==> config.mk <==
export PLATFORM = sky130hd
export DESIGN_NAME = visor_cuenta_7seg
export DESIGN_NICKNAME = d
export VERILOG_FILES = /design/src/rtl/visor_cuenta_7seg_pkg.sv /design/src/rtl/visor_cuenta_7seg_decodificador.sv /design/src/rtl/visor_cuenta_7seg.sv
export SDC_FILE = /design/constraint.sdc
export NUM_CORES = 1
export LEC_CHECK = 0
export ABC_AREA = 0
export CAP_MARGIN = 20
export CORE_MARGIN = 3
export CORE_UTILIZATION = 35
export CTS_CLUSTER_DIAMETER = 80
export CTS_CLUSTER_SIZE = 20
export DETAILED_ROUTE_END_ITERATION = 8
export DONT_BUFFER_PORTS = 1
export PLACE_DENSITY = 0.55
export SYNTH_ARGS = -nofsm -noshare
export SYNTH_HDL_FRONTEND = slang
export SYNTH_HIERARCHICAL = 1
export SYNTH_SLANG_ARGS = --single-unit
==> constraint.sdc <==
create_clock -name i_clk -period 1.9 [get_ports i_clk]
set_clock_uncertainty 0.1 [all_clocks]
set_input_delay 0.38 -clock i_clk [delete_from_list [all_inputs] [get_ports i_clk]]
set_output_delay 0.38 -clock i_clk [all_outputs]
set_load 0.05 [all_outputs]
==> src/rtl/visor_cuenta_7seg_pkg.sv <==
// Shared constants for the 2-digit multiplexed 7-segment count display.
//   - Scan state encodings (2-bit): S_UNI, S_APAG1, S_DEC, S_APAG2.
//   - Active-high segment patterns {g,f,e,d,c,b,a}: SEG_0..SEG_9, SEG_E, SEG_BLANK.
//   - Active-high anode patterns {tens, units}: AN_UNI, AN_DEC, AN_OFF.
//   - Internal digit codes handed to the decoder: 0..9, DIG_E, DIG_BLANK.
package visor_cuenta_7seg_pkg;

    localparam logic [1:0] S_UNI   = 2'd0;
    localparam logic [1:0] S_APAG1 = 2'd1;
    localparam logic [1:0] S_DEC   = 2'd2;
    localparam logic [1:0] S_APAG2 = 2'd3;

    localparam logic [6:0] SEG_0     = 7'h3F;
    localparam logic [6:0] SEG_1     = 7'h06;
    localparam logic [6:0] SEG_2     = 7'h5B;
    localparam logic [6:0] SEG_3     = 7'h4F;
    localparam logic [6:0] SEG_4     = 7'h66;
    localparam logic [6:0] SEG_5     = 7'h6D;
    localparam logic [6:0] SEG_6     = 7'h7D;
    localparam logic [6:0] SEG_7     = 7'h07;
    localparam logic [6:0] SEG_8     = 7'h7F;
    localparam logic [6:0] SEG_9     = 7'h6F;
    localparam logic [6:0] SEG_E     = 7'h79;
    localparam logic [6:0] SEG_BLANK = 7'h00;

    localparam logic [1:0] AN_UNI = 2'b01;
    localparam logic [1:0] AN_DEC = 2'b10;
    localparam logic [1:0] AN_OFF = 2'b00;

    // Digit codes above 9 that the decoder understands.
    localparam logic [3:0] DIG_E     = 4'hE;
    localparam logic [3:0] DIG_BLANK = 4'hF;

    // Largest legal count coming from the upstream mod-11 counter.
    localparam logic [3:0] CUENTA_MAX = 4'd10;

endpackage

==> src/rtl/visor_cuenta_7seg_decodificador.sv <==
// decodificador_7seg: combinational digit code -> active-high 7-segment pattern.
//   digito     in  4  0..9 = decimal digit, DIG_E = 'E', anything else = blank
//   segmentos  out 7  pattern {g,f,e,d,c,b,a}
module decodificador_7seg
    import visor_cuenta_7seg_pkg::*;
(
    input  logic [3:0] digito,
    output logic [6:0] segmentos
);

    always_comb begin
        segmentos = SEG_BLANK;
        case (digito)
            4'd0:    segmentos = SEG_0;
            4'd1:    segmentos = SEG_1;
            4'd2:    segmentos = SEG_2;
            4'd3:    segmentos = SEG_3;
            4'd4:    segmentos = SEG_4;
            4'd5:    segmentos = SEG_5;
            4'd6:    segmentos = SEG_6;
            4'd7:    segmentos = SEG_7;
            4'd8:    segmentos = SEG_8;
            4'd9:    segmentos = SEG_9;
            DIG_E:   segmentos = SEG_E;
            default: segmentos = SEG_BLANK;
        endcase
    end

endmodule

==> src/rtl/visor_cuenta_7seg.sv <==
// visor_cuenta_7seg: registers a 0..10 count and shows it on a 2-digit
// time-multiplexed 7-segment display with a 1-cycle blank between digits.
// Values 11..15 show 'E' on the units digit and raise o_error.
//   i_clk        in   1  clock, rising edge
//   i_rst        in   1  asynchronous active-high reset (outputs off)
//   i_cuenta     in   4  count from the upstream counter
//   o_segmentos  out  7  {g,f,e,d,c,b,a}, polarity set by ACTIVO_BAJO
//   o_anodos     out  2  [0] units, [1] tens, polarity set by ACTIVO_BAJO
//   o_error      out  1  registered count is out of range
module visor_cuenta_7seg
    import visor_cuenta_7seg_pkg::*;
#(
    parameter int CICLOS_REFRESCO = 4,
    parameter bit ACTIVO_BAJO     = 1'b1
) (
    input  logic       i_clk,
    input  logic       i_rst,
    input  logic [3:0] i_cuenta,
    output logic [6:0] o_segmentos,
    output logic [1:0] o_anodos,
    output logic       o_error
);

    localparam int PW = (CICLOS_REFRESCO > 1) ? $clog2(CICLOS_REFRESCO) : 1;
    localparam logic [PW-1:0] PRESC_ULTIMO = PW'(CICLOS_REFRESCO - 1);

    // XOR masks turn the active-high encodings into the board polarity.
    localparam logic [6:0] SEG_MASK = {7{ACTIVO_BAJO}};
    localparam logic [1:0] AN_MASK  = {2{ACTIVO_BAJO}};

    logic [3:0]    cuenta_reg;
    logic [PW-1:0] presc_reg, presc_next;
    logic [1:0]    estado_reg, estado_next;
    logic          arranque_reg;
    logic [6:0]    seg_reg, seg_next;
    logic [1:0]    an_reg, an_next;
    logic          err_reg, err_next;
    logic          encendido;
    logic          tick;

    // [0] = units, [1] = tens
    logic [3:0]    digito [2];
    logic [6:0]    patron [2];

    // Split the registered count into digit codes.
    always_comb begin
        digito[0] = DIG_E;
        digito[1] = DIG_BLANK;
        if (cuenta_reg <= 4'd9) begin
            digito[0] = cuenta_reg;
        end else if (cuenta_reg == CUENTA_MAX) begin
            digito[0] = 4'd0;
            digito[1] = 4'd1;
        end
    end

    generate
        for (genvar gi = 0; gi < 2; gi++) begin : g_dec
            decodificador_7seg u_dec (
                .digito    (digito[gi]),
                .segmentos (patron[gi])
            );
        end
    endgenerate

    // The state left by reset already stands for S_UNI, but the first edge
    // after release must not consume a prescaler count, otherwise units would
    // be lit one cycle short. arranque_reg freezes scan timing for that edge.
    assign encendido = (estado_reg == S_UNI) || (estado_reg == S_DEC);
    assign tick      = encendido && !arranque_reg && (presc_reg == PRESC_ULTIMO);

    always_comb begin
        presc_next  = '0;
        estado_next = estado_reg;
        if (!arranque_reg) begin
            if (encendido && !tick) begin
                presc_next = presc_reg + 1'b1;
            end
            case (estado_reg)
                S_UNI:   estado_next = tick ? S_APAG1 : S_UNI;
                S_APAG1: estado_next = S_DEC;
                S_DEC:   estado_next = tick ? S_APAG2 : S_DEC;
                default: estado_next = S_UNI;
            endcase
        end
    end

    // Outputs come from the next state so anodes and segments switch together
    // with the state on the same edge.
    always_comb begin
        seg_next = SEG_BLANK;
        an_next  = AN_OFF;
        case (estado_next)
            S_UNI: begin
                seg_next = patron[0];
                an_next  = AN_UNI;
            end
            S_DEC: begin
                seg_next = patron[1];
                an_next  = AN_DEC;
            end
            default: begin
                seg_next = SEG_BLANK;
                an_next  = AN_OFF;
            end
        endcase
        err_next = (cuenta_reg > CUENTA_MAX);
    end

    always_ff @(posedge i_clk or posedge i_rst) begin
        if (i_rst) begin
            cuenta_reg   <= '0;
            presc_reg    <= '0;
            estado_reg   <= S_UNI;
            arranque_reg <= 1'b1;
            seg_reg      <= SEG_BLANK ^ SEG_MASK;
            an_reg       <= AN_OFF ^ AN_MASK;
            err_reg      <= 1'b0;
        end else begin
            cuenta_reg   <= i_cuenta;
            presc_reg    <= presc_next;
            estado_reg   <= estado_next;
            arranque_reg <= 1'b0;
            seg_reg      <= seg_next ^ SEG_MASK;
            an_reg       <= an_next ^ AN_MASK;
            err_reg      <= err_next;
        end
    end

    assign o_segmentos = seg_reg;
    assign o_anodos    = an_reg;
    assign o_error     = err_reg;

endmodule
==> flow_summary.yaml <==
critical_path:
  crit_path_start_kind: "register"
  crit_family: "flip-flops"
  crit_start: "cuenta_reg[3]"
  critPathMaxStageDelay_ps: 490
  required_ps: 2030
  worst-path-buf-inv: 2
  slowest_stage: "dfrtp_2"
  end_kind: "register"
  cp_cell_sequence: "o21ai_1, and2_4, buf_4, buf_4, ha_1, nor2_2, a21oi_2, o21ai_1, mux2_2, nand2_1"
  arrival_ps: 2070
  worstSetupPathType: "reg2reg"
  crit_fanout: 7
  reg2reg_from: "cuenta_reg[3]"
  cp_num_cells: 10
  reg2reg_depth: 10
layout:
  final_common_cell: "o21ai_1"
  area_delta_synth_final_pct: 26.37
  layout_common_cells: "o21ai_1, ha_1, nand2_1, buf_4, dfstp_2"
  diodes: 0
  largest_register_ffs: 7
  nFillCells: 303
  seqCellArea_sq_um: 489.2
  drive_gt1_frac: 0.3506
  nets: 177
  multi_input_area_sq_um: 778.2
run_status:
  violations: "setup timing"
  status: "complete, but fails checks"
global_route:
  track_usage: 0.1192
  antenna_found_initial: 0
  grt_pass1_wl_um: 3919
  grt_pass1_vias: 886
  grt_max_degree: 30
  overflow: 0
die:
  die_y_um: 65.82
  rows: 21
  core_sq_um: 3390
  boundaryPins: 16
  die-area_sq_um: 4332
  start_util: 0.3695
  fp.dieW_um: 65.82
clock_network:
  clock-sinks: 19
  clk_pin_slew_ps: 110
  cts_tree: "done"
  cts_root_buf: "clkbuf_4"
  ctsLongestPathBuffers: 2
  clock_latency_ps: 300
  cts_buffers: 3
  htree_levels: 1
route:
  drtAntennaViolNets: 0
  route.detailed.drc: 0
  viasPerCell: 4.730
  drt-initial-drc-count: 71
  drt_pass1_iterations: 4
  vias: 946
  wl_per_cell_um: 12.40
  routed_wl_um: 2480
logic_synthesis:
  synthXorXnorAreaFrac: 0.01399
  synth_adder_area_share: 0.1598
  synth.area.top_cells: "dfstp_2, dfrtp_1, ha_1, mux2_2, o21ai_1"
  synth.avg_cell_area_sq_um: 9.417
  syn-cell-area_sq_um: 1252
  synth_top_family_by_area: "adder cells"
  synth_compound_area_frac: 0.1389
  ys_ff_latch: 19
  synth.area.mux_share: 0.08092
  ys_types: 27
  ys_seq_area_frac: 0.3896
  syn_inst: 133
  ys_warn_count: 6
  synthSimpleGateAreaFrac: 0.1508
  synthDominantCellAreaShare: 0.2098
  netlist.top_cell.by_area: "dfstp_2"
timing:
  period_share: 1.024
  maxSlewHeadroom: 0.5131
  fin_ws_ps: -45.06
  slew_violations: 0
  tightestPinTransition_ps: 729.5
  period_needed_ps: 1945
  finalSetupTns_ps: -81.88
  setup_viol: 2
  max_freq_ghz: 0.5141
  rsz0062_at_grt: "true"
  hold_ws_ps: 354.8
  hold_violations: 0
pwr:
  p_per_area_nw_per_um2: 1022
  ir_worst_vdd_uv: 388.8
  p_total_mw: 1.617
  p_leak_nw: 0.7462
hold_path:
  hold-path-cell-count: 1
  hold_path.class: "reg2reg"
  hold_path_startpoint: "presc_reg[0]"
place:
  hpwl_um: 1722
  io_buffers: 0
  place_congestion: 0.7454
job:
  cap_violations: 0
final timing paths:
| path | end | slack [ps] |
|---|---|---|
| max | o_segmentos[0] | -50 |
| min | presc_reg[0] | 350 |
| max reg2reg | o_segmentos[0] | -50 |
| min reg2reg | presc_reg[0] | 350 |
| max in group asynchronous | cuenta_reg[3] | 670 |
| min in group asynchronous | cuenta_reg[3] | 530 |
final cells by class:
class | count | share of cell area
clock buffer | 3 | 0.01423
clock inverter | 1 | 0.003162
inverter | 12 | 0.03004
multi-input combinational | 99 | 0.4917
sequential | 19 | 0.3091
tap | 46 | 0.03636
timing repair buffer | 20 | 0.1154
through the flow:
stage / setup WS (ps) / cells / cell area, sq um / util
floorplan: 8.328 / 135 / 1274 / -
global placement: 4.504 / 186 / 1376 / 0.4061
detailed placement: -68.86 / 186 / 1376 / 0.4061
CTS: 0.3273 / 197 / 1490 / 0.4396
global route: -128.7 / 200 / 1583 / 0.4670
finish: -45.06 / 200 / 1583 / 0.4670
report_power, final:
| part | switching [mW] | internal (mW) |
|---|---|---|
| logic | 0.221 | 0.226 |
| registers | 0.368 | 0.595 |
| clock network | 0.129 | 0.0785 |
layer usage:
metal,share of wire,global-route usage,up-vias
met5,0,0,-
met4,0.030,0.08549,0
met3,0.025,0.005102,4
met2,0.49,0.1915,21
met1,0.46,0.1519,445
li1,-,-,476
repair_timing:
item                                    CTS  global route
hold endpoints to repair                 13             0
buffers inserted                          2             3
pin swaps                                 2             4
endpoints found under the setup margin    4             6
cloned                                    0             0
hold buffers                              5             0
resized for setup                         6            20
worst reg2reg max path, cell delays in order, from the launching register on:
cell and delay [ps]:
dfrtp_2 490, o21ai_1 120, and2_4 180, buf_4 130
buf_4 130, ha_1 210, nor2_2 140, a21oi_2 50
o21ai_1 120, mux2_2 160, nand2_1 50
cell usage after synthesis:
master	instances
and2b_1	2
o21ai_1	12
o21ai_0	9
nor3b_1	2
o22ai_1	2
a31o_2	1
buf_4	2
dfrtp_1	9
mux2i_4	1
nand3_1	1
o31a_1	1
a21oi_1	3
nor2_1	7
ha_1	16
nand2b_1	4
mux2_2	7
nor2b_1	3
a22o_1	1
nand2_1	14
a21boi_0	1
buf_2	3
o21bai_1	1
xnor2_1	2
dfstp_2	10
and2_1	5
inv_1	12
conb_1	2
cells by family after synthesis:
family / Yosys count
other: 2
AOI/OAI and AO/OA: 31
and+or+nand+nor: 38
buffers and inverters: 17
muxes: 8
DFF: 19
xor gates and xnor gates: 2
adders and majority gates: 16
No activity file was read; power rests on OpenSTA's default activity.
